[config.mk]
export PLATFORM = sky130hd
export DESIGN_NAME = vend_controller
export DESIGN_NICKNAME = d
export VERILOG_FILES = /design/src/rtl/vend_controller.sv
export SDC_FILE = /design/constraint.sdc
export NUM_CORES = 1
export LEC_CHECK = 0
export ABC_CLOCK_PERIOD_IN_PS = 3700
export BUFFER_PORTS_ARGS = -buffer_cell sky130_fd_sc_hd__buf_4
export CORE_MARGIN = 1.5
export CORE_UTILIZATION = 40
export DETAILED_ROUTE_END_ITERATION = 10
export SYNTH_ARGS = -nofsm -noshare
export SYNTH_HDL_FRONTEND = slang
export SYNTH_SLANG_ARGS = --single-unit
export TNS_END_PERCENT = 1
[constraint.sdc]
create_clock -name clk -period 3.7 [get_ports clk]
set_clock_uncertainty 0.15 [all_clocks]
set_input_delay 0.185 -clock clk [delete_from_list [all_inputs] [get_ports clk]]
set_output_delay 0.185 -clock clk [all_outputs]
set_load 0.02 [all_outputs]
[src/rtl/vend_controller.sv]
// Vending machine sequencing controller: coin credit, slot selection with per-slot stock,
// and req/ack handshakes towards the dispenser and change-return actuators.
module vend_controller #(
    parameter int unsigned NUM_SLOTS  = 4,
    parameter int unsigned PRICE      = 3,
    parameter int unsigned CREDIT_W   = 4,
    parameter int unsigned MAX_CREDIT = 15,
    parameter int unsigned STOCK_W    = 4,
    parameter int unsigned INIT_STOCK = 3,
    parameter int unsigned SLOT_W     = (NUM_SLOTS > 1) ? $clog2(NUM_SLOTS) : 1
) (
    input  logic                 clk,
    input  logic                 rst,
    input  logic [1:0]           in,
    input  logic                 sel_valid,
    input  logic [SLOT_W-1:0]    sel_slot,
    input  logic                 cancel,
    output logic                 disp_req,
    output logic [SLOT_W-1:0]    disp_slot,
    input  logic                 disp_ack,
    output logic [1:0]           change,
    input  logic                 change_ack,
    output logic                 out,
    output logic                 coin_reject,
    output logic [CREDIT_W-1:0]  credit,
    output logic [NUM_SLOTS-1:0] sold_out,
    output logic                 busy
);

    typedef enum logic [1:0] {StIdle, StCredit, StDispense, StChange} state_e;

    localparam logic [CREDIT_W-1:0] PriceC = CREDIT_W'(PRICE);
    localparam logic [CREDIT_W:0]   MaxC   = (CREDIT_W + 1)'(MAX_CREDIT);
    localparam logic [CREDIT_W-1:0] One    = CREDIT_W'(1);
    localparam logic [CREDIT_W-1:0] Two    = CREDIT_W'(2);

    state_e              state_q, state_d;
    logic [CREDIT_W-1:0] credit_q, credit_d;
    logic [STOCK_W-1:0]  stock_q [NUM_SLOTS];
    logic [STOCK_W-1:0]  stock_d [NUM_SLOTS];
    logic [SLOT_W-1:0]   disp_slot_q, disp_slot_d;
    logic [1:0]          change_q, change_d;
    logic                out_q, out_d;
    logic                reject_q, reject_d;

    logic [CREDIT_W-1:0] coin_val;
    logic [CREDIT_W:0]   coin_sum;
    logic [CREDIT_W-1:0] chg_val;
    logic [STOCK_W-1:0]  stock_sel;
    logic                slot_ok;
    logic                sel_ok;

    always_comb begin
        stock_sel = '0;
        slot_ok   = 1'b0;
        for (int i = 0; i < NUM_SLOTS; i++) begin
            if (sel_slot == SLOT_W'(i)) begin
                stock_sel = stock_q[i];
                slot_ok   = 1'b1;
            end
        end
    end

    always_comb begin
        unique case (in)
            2'b01:   coin_val = One;
            2'b10:   coin_val = Two;
            default: coin_val = '0;
        endcase
        coin_sum = {1'b0, credit_q} + {1'b0, coin_val};
        chg_val  = (change_q == 2'b10) ? Two : One;
        sel_ok   = sel_valid && slot_ok && (credit_q >= PriceC) && (stock_sel != '0);
    end

    always_comb begin
        state_d     = state_q;
        credit_d    = credit_q;
        stock_d     = stock_q;
        disp_slot_d = disp_slot_q;
        change_d    = change_q;
        out_d       = 1'b0;
        reject_d    = 1'b0;

        unique case (state_q)
            StIdle, StCredit: begin
                if (cancel && credit_q != '0) begin
                    state_d  = StChange;
                    change_d = (credit_q >= Two) ? 2'b10 : 2'b01;
                    reject_d = (in != 2'b00);
                end else if (sel_ok) begin
                    credit_d    = credit_q - PriceC;
                    disp_slot_d = sel_slot;
                    state_d     = StDispense;
                    reject_d    = (in != 2'b00);
                end else if (in == 2'b11) begin
                    reject_d = 1'b1;
                end else if (in != 2'b00) begin
                    if (coin_sum <= MaxC) begin
                        credit_d = coin_sum[CREDIT_W-1:0];
                        state_d  = StCredit;
                    end else begin
                        reject_d = 1'b1;
                    end
                end
            end
            StDispense: begin
                reject_d = (in != 2'b00);
                if (disp_ack) begin
                    for (int i = 0; i < NUM_SLOTS; i++) begin
                        if (disp_slot_q == SLOT_W'(i)) begin
                            stock_d[i] = stock_q[i] - STOCK_W'(1);
                        end
                    end
                    out_d = 1'b1;
                    if (credit_q != '0) begin
                        state_d  = StChange;
                        change_d = (credit_q >= Two) ? 2'b10 : 2'b01;
                    end else begin
                        state_d = StIdle;
                    end
                end
            end
            StChange: begin
                reject_d = (in != 2'b00);
                // change_q==0 is the one-cycle gap between returned coins
                if (change_q == 2'b00) begin
                    change_d = (credit_q >= Two) ? 2'b10 : 2'b01;
                end else if (change_ack) begin
                    credit_d = credit_q - chg_val;
                    change_d = 2'b00;
                    if (credit_d == '0) begin
                        state_d = StIdle;
                    end
                end
            end
            default: state_d = StIdle;
        endcase
    end

    always_ff @(posedge clk or negedge rst) begin
        if (!rst) begin
            state_q     <= StIdle;
            credit_q    <= '0;
            disp_slot_q <= '0;
            change_q    <= 2'b00;
            out_q       <= 1'b0;
            reject_q    <= 1'b0;
            for (int i = 0; i < NUM_SLOTS; i++) begin
                stock_q[i] <= STOCK_W'(INIT_STOCK);
            end
        end else begin
            state_q     <= state_d;
            credit_q    <= credit_d;
            disp_slot_q <= disp_slot_d;
            change_q    <= change_d;
            out_q       <= out_d;
            reject_q    <= reject_d;
            for (int i = 0; i < NUM_SLOTS; i++) begin
                stock_q[i] <= stock_d[i];
            end
        end
    end

    always_comb begin
        for (int i = 0; i < NUM_SLOTS; i++) begin
            sold_out[i] = (stock_q[i] == '0);
        end
    end

    assign disp_req    = (state_q == StDispense);
    assign busy        = (state_q == StDispense) || (state_q == StChange);
    assign disp_slot   = disp_slot_q;
    assign change      = change_q;
    assign out         = out_q;
    assign coin_reject = reject_q;
    assign credit      = credit_q;

endmodule
; Yosys cells after proc, flatten, opt, wreduce, memory -nomap -nowiden
; Cells that the tools add are included.
[word_totals]
reg_bits = 28
out_inout_bits = 16
wordCells = 120
inputBits = 10
[classes]
addsub = 7
n_bitwise = 1
order_cmp = 3
eq_ne = 27
muxes = 44
n_reduce_logical = 28
[ops]
columns = op, n
row1 = 4-bit 2-to-1 mux, 11
row2 = 2-bit 2-to-1 mux, 17
row3 = 4-bit zero test, 5
row4 = 2-bit == test (second input constant), 9
row5 = 4-bit by 1-bit subtractor with 4-bit output (second input constant), 4
row6 = 3-bit AND reduction, 5
row7 = 7-bit AND reduction, 2
row8 = 3-bit inequality test (second input constant), 4
row9 = 4-bit inequality test (second input constant), 3
row10 = 2-bit one-hot mux with 3 select lines, 2
row11 = 1-bit 2-to-1 mux, 11
row12 = 2-bit inequality test (second input constant), 5
row13 = 2-bit by 1-bit == test with 1-bit output (second input constant), 4
row14 = 4-bit by 2-bit >= comparator with 1-bit output (second input constant), 2
row15 = 2-bit zero test, 4
row16 = 4-bit one-hot mux with 2 select lines, 1
row17 = 4-bit nonzero test, 2
row18 = 4-bit by 4-bit adder with 5-bit output, 1
row19 = 5-bit by 4-bit less-or-equal comparator with 1-bit output (second input constant), 1
row20 = 1-bit logical AND, 4
row21 = 2-bit by 1-bit inequality test with 1-bit output (second input constant), 2
row22 = 2-bit one-hot mux with 2 select lines, 1
row23 = 4-bit AND reduction, 1
row24 = 2-bit nonzero test, 2
row25 = 6 further kinds, 7

; Depth between registers and ports, before layout
[logic_depth]
ltp_word = 11
ltp_mapped = 9
ltp_nobuf = 8

; Worst setup path after synthesis
; No wires, ideal clock.
[synth_path]
kind = reg-to-reg
start = register credit_q[1] (netlist: credit[1])
end = register credit_q[2] (netlist: credit[2])
n_path_buf = 1
stages_incl_launch_ff = 10
t_arrival_ns = 2.179
path_slack_ns = 1.284
setup_time_ns = 0.087
required_ns = 3.463
synth_period_minus_slack_ns = 2.416
cell_sequence = dfrtp_1 -> inv_1 -> ha_1 -> or3b_1 -> buf_6 -> a21oi_4 -> a21oi_2 -> a21o_4 -> or4_1 -> o211ai_1
[synth_via]
elab_chain_cells = 7
elab_cells_between_ends = 22
cone_classes = 3 x add/sub / 2 x order compare / 4 x eq/ne / 8 x mux / 5 x reduce/logical
[synth_lines]
columns = item, line
row1 = from (decl), 38  ; logic [CREDIT_W-1:0] credit_q, credit_d;
row2 = from (signal assigned), 153  ; credit_q <= credit_d;
row3 = branches (longest 7 deep; another with 4-bit by 4-bit adder with 5-bit output), --
; Parallel ways; which one is timed is not known. The select of a mux whose other input is x is not followed.
; A chain may end at the register's enable or synchronous reset.

; Worst setup path in the final report
[layout_path]
start = register credit_q[0] (netlist: credit[0])
end = register state_q[0]
[layout_via]
elab_chain_cells = 6
elab_cells_between_ends = 19
cone_classes = 2 x add/sub / 2 x order compare / 4 x eq/ne / 5 x mux / 6 x reduce/logical
[layout_lines]
columns = item, line
row1 = branches (longest 6 deep; another with 4-bit by 4-bit adder with 5-bit output), --
row2 = to (signal assigned), 142  ; state_q <= StIdle;
row3 = to (signal assigned), 152  ; state_q <= state_d;
row4 = to (decl), 37  ; state_e state_q, state_d;
; Parallel ways; which one is timed is not known. The select of a mux whose other input is x is not followed.

==> run_results.csv <==
group,metric,value,unit
grt,grt_pass1_wl,6.22,mm
critical_path,r2r_setup_slack,0.99,ns
die,start_util,42.9,%
yosys,yosysUniqueCellTypes,40,
die,die_y,69.4,um
power,vdd.ir_drop.worst,0.386,mV
placement,dp.cells,250,
grt,antenna_found_initial,0,
yosys,synth-seq-cells,28,
flow_run,cap_viol_max_count,0,
die,die_w,69.4,um
clock_tree,clkSlewWorstSetupHoldPaths,0.09,ns
die,ioPinCount,26,
yosys,syn_area,0.00176,mm2
grt,grt_overflow,0,
placement,dp_hpwl,2.87,mm
yosys,ys_warn_count,0,
critical_path,reg2regPathDepth,8,
yosys,post_synth_inst_count,182,
clock_tree,insertion_delay,0.27,ns
grt,grt_pass1_vias,1368,
status,status,"finished, final reports clean",
final_layout,fin_area,0.00202,mm2
die,dieArea,0.00482,mm2
routing,drc_errors,0,
clock_tree,clock_sinks,28,
clock_tree,h-tree-depth,1,
clock_tree,cts_tree,"yes",
sta,tns,0,ns
critical_path,cp_max_fo,7,
critical_path,worst-setup-path-type,"reg2reg",
sta,max_slew_margin,62.6,%
sta,slew_violations,0,
clock_tree,cts_buffers,3,
critical_path,reg2reg_from,"credit[0]$_DFFE_PN0P_",
sta,finalCriticalPeriod,2.71,ns
yosys,syn_nets,205,
grt,grt_max_degree,29,
final_layout,diodes,0,
power,power.density,890,mW/mm2
critical_path,worstPathArrival,2.73,ns
yosys,yosysSeqAreaShare,40.3,%
die,rows,23,
critical_path,critPathLaunchType,"register",
placement,placed_area,0.00197,mm2
clock_tree,post_cts_buffers,0,
sta,clock.fmax,368,MHz
power,p_leak,0.917,nW
final_layout,syn_to_final_growth,14.7,%
clock_tree,cts-root-buf,"clkbuf_8",
routing,routed_wl,3.74,mm
grt,track_usage,16.0,%
yosys,synthArstFlopShare,100,%
routing,drt_iter0_drc,49,
routing,first_pass_iters,4,
final_layout,stdcell_count,254,
routing,via_per_inst,5.37,
routing,ant_nets,0,
final_layout,layout_commonest_cell,"buf_4",
placement,gp_congestion,0.871,
final_layout,drive_gt1_share,21.6,%
placement,portBuffers,25,
final_layout,n_fill_cell,408,
sta,post-route-period-util,73.4,%
sta,worst_pin_slew,0.560,ns
worst_hold_path,hold_class,"in2reg",
yosys,syn_avg_cell_area,9.69,um2
clock_tree,clockBufferDepth,2,
sta,rsz0062_at_grt,"no",
worst_hold_path,worstHoldStart,"sel_slot[1]",
critical_path,reg2reg_to,"state_q[0]$_DFFE_PN0P_",
routing,dr_total_vias,1365,
final_layout,finalNetCount,229,
critical_path,end_kind,"register",
sta,setup_viol,0,
routing,wl_per_cell,14.7,um
worst_hold_path,whs_path_depth,2,
critical_path,crit_required,3.71,ns
worst_hold_path,min_to,"disp_slot[1]$_DFFE_PN0P_",
die,design.core.area,0.00412,mm2
yosys,synth-edff-count,0,
sta,hold_viol,0,
yosys,ys.flop_type,"dfrtp_1",
final_layout,mostFrequentLayoutCells,"buf_4 (25), dfrtp_1 (20), inv_1 (16)",
-- area by class of cell --
type | count | area, um2 | area share, %
timing repair buffer | 26 | 198 | 9.77
clock buffer | 3 | 41.3 | 2.04
sequential | 28 | 711 | 35.1
inverter | 16 | 60.1 | 2.97
multi-input combinational | 131 | 951 | 47.0
tap | 50 | 62.6 | 3.09
-- logic make-up (layout without fill, tap and decap cells) --
kind of cell	after synthesis	count (layout)	synth area share [%]
and+or+nand+nor	60	60	18.8
AOI/OAI and AO/OA	34	34	12.3
DFF	28	28	40.3
buffers and inverters	23	45	5.82
xor gates and xnor gates	16	16	7.94
adders and majority gates	13	13	10.1
muxes	8	8	4.75
-- synthesized netlist by cell type, types with 2 or more instances --
cell type | n | area [um2]
dfrtp_1 | 20 | 500
inv_1 | 16 | 60.1
a21oi_1 | 12 | 60.1
nand2_1 | 12 | 45.0
ha_1 | 11 | 138
xnor2_1 | 11 | 96.3
nor2_1 | 10 | 37.5
o21ai_0 | 10 | 50.1
dfstp_2 | 8 | 210
mux2i_1 | 5 | 50.1
nor3_1 | 5 | 25.0
xor2_1 | 5 | 43.8
clkbuf_1 | 4 | 15.0
nand3_1 | 4 | 20.0
nor2b_1 | 4 | 25.0
nor3b_1 | 4 | 30.0
mux2_2 | 3 | 33.8
nand4_1 | 3 | 18.8
nor4_1 | 3 | 18.8
nor4b_1 | 3 | 26.3
a211oi_1 | 2 | 15.0
a31oi_1 | 2 | 12.5
and2_1 | 2 | 12.5
buf_6 | 2 | 22.5
fa_1 | 2 | 40.0
nand2b_1 | 2 | 12.5
nand3b_1 | 2 | 15.0
or2_2 | 2 | 12.5
or4_1 | 2 | 15.0
-- flip-flops by register name, indices dropped and copies added (netlist names) --
| signal | count |
|---|---|
| coin_reject | 1 |
| credit | 4 |
| disp_slot | 2 |
| change | 2 |
| stock_q | 16 |
| state_q | 2 |
| out | 1 |
-- worst max-delay path, cell delays in order, from the launching register on --
cell	delay, ns
dfrtp_1	0.48
inv_1	0.14
ha_1	0.25
fa_1	0.44
xor2_1	0.17
nor3_1	0.32
a21oi_1	0.16
a21oi_1	0.16
mux2_2	0.34
-- worst max-delay path by stage --
| stage | cells past startpoint | end | start | slack (ns) |
|---|---|---|---|---|
| after floorplan | 9 | credit[2]$_DFFE_PN0P_ | credit[1]$_DFFE_PN0P_ | 1.28 |
| after detailed placement | 8 | state_q[0]$_DFFE_PN0P_ | credit[0]$_DFFE_PN0P_ | 1.03 |
| final | 8 | state_q[0]$_DFFE_PN0P_ | credit[0]$_DFFE_PN0P_ | 0.99 |
| after CTS | 8 | state_q[0]$_DFFE_PN0P_ | credit[0]$_DFFE_PN0P_ | 1.02 |
| after global routing | 8 | state_q[0]$_DFFE_PN0P_ | credit[0]$_DFFE_PN0P_ | 0.94 |
| after global placement | 8 | state_q[0]$_DFFE_PN0P_ | credit[0]$_DFFE_PN0P_ | 1.15 |
-- repair_timing --
action,4_1_cts,5_1_grt
gates resized for setup,0,0
hold buffers,1,0
hold endpoints to repair,28,0
-- power by group --
part / internal [mW] / switching (mW) / leakage (nW)
Sequential: 0.478 / 0.204 / 0.329
Clock: 0.0730 / 0.0910 / 0.0216
Combinational: 0.437 / 0.517 / 0.566
-- metrics by stage --
| stage | worst slack (ns) | power (mW) | hold WS [ns] | util, % |
|---|---|---|---|---|
| 2_1_floorplan | 1.28 | 1.35 | -0.261 | - |
| 3_3_place_gp | 1.15 | 1.60 | -0.0295 | 47.9 |
| 3_5_place_dp | 1.03 | 1.64 | -0.0178 | 47.9 |
| 4_1_cts | 1.02 | 1.81 | 0.0330 | 49.2 |
| 5_1_grt | 0.940 | 1.95 | 0.0222 | 49.2 |
| 6_report | 0.985 | 1.80 | 0.0419 | 49.2 |
-- metal layers --
| metal | up-vias | routed length [um] | part of all wire (%) | track usage [%] |
|---|---|---|---|---|
| met3 | 8 | 157 | 4.2 | 2.76 |
| met1 | 647 | 1670 | 45 | 19.2 |
| li1 | 671 | - | - | - |
| met5 | - | 0 | 0 | 0 |
| met4 | 0 | 114 | 3.0 | 8.71 |
| met2 | 39 | 1800 | 48 | 27.0 |
No activity file was read; power rests on OpenSTA's default activity.
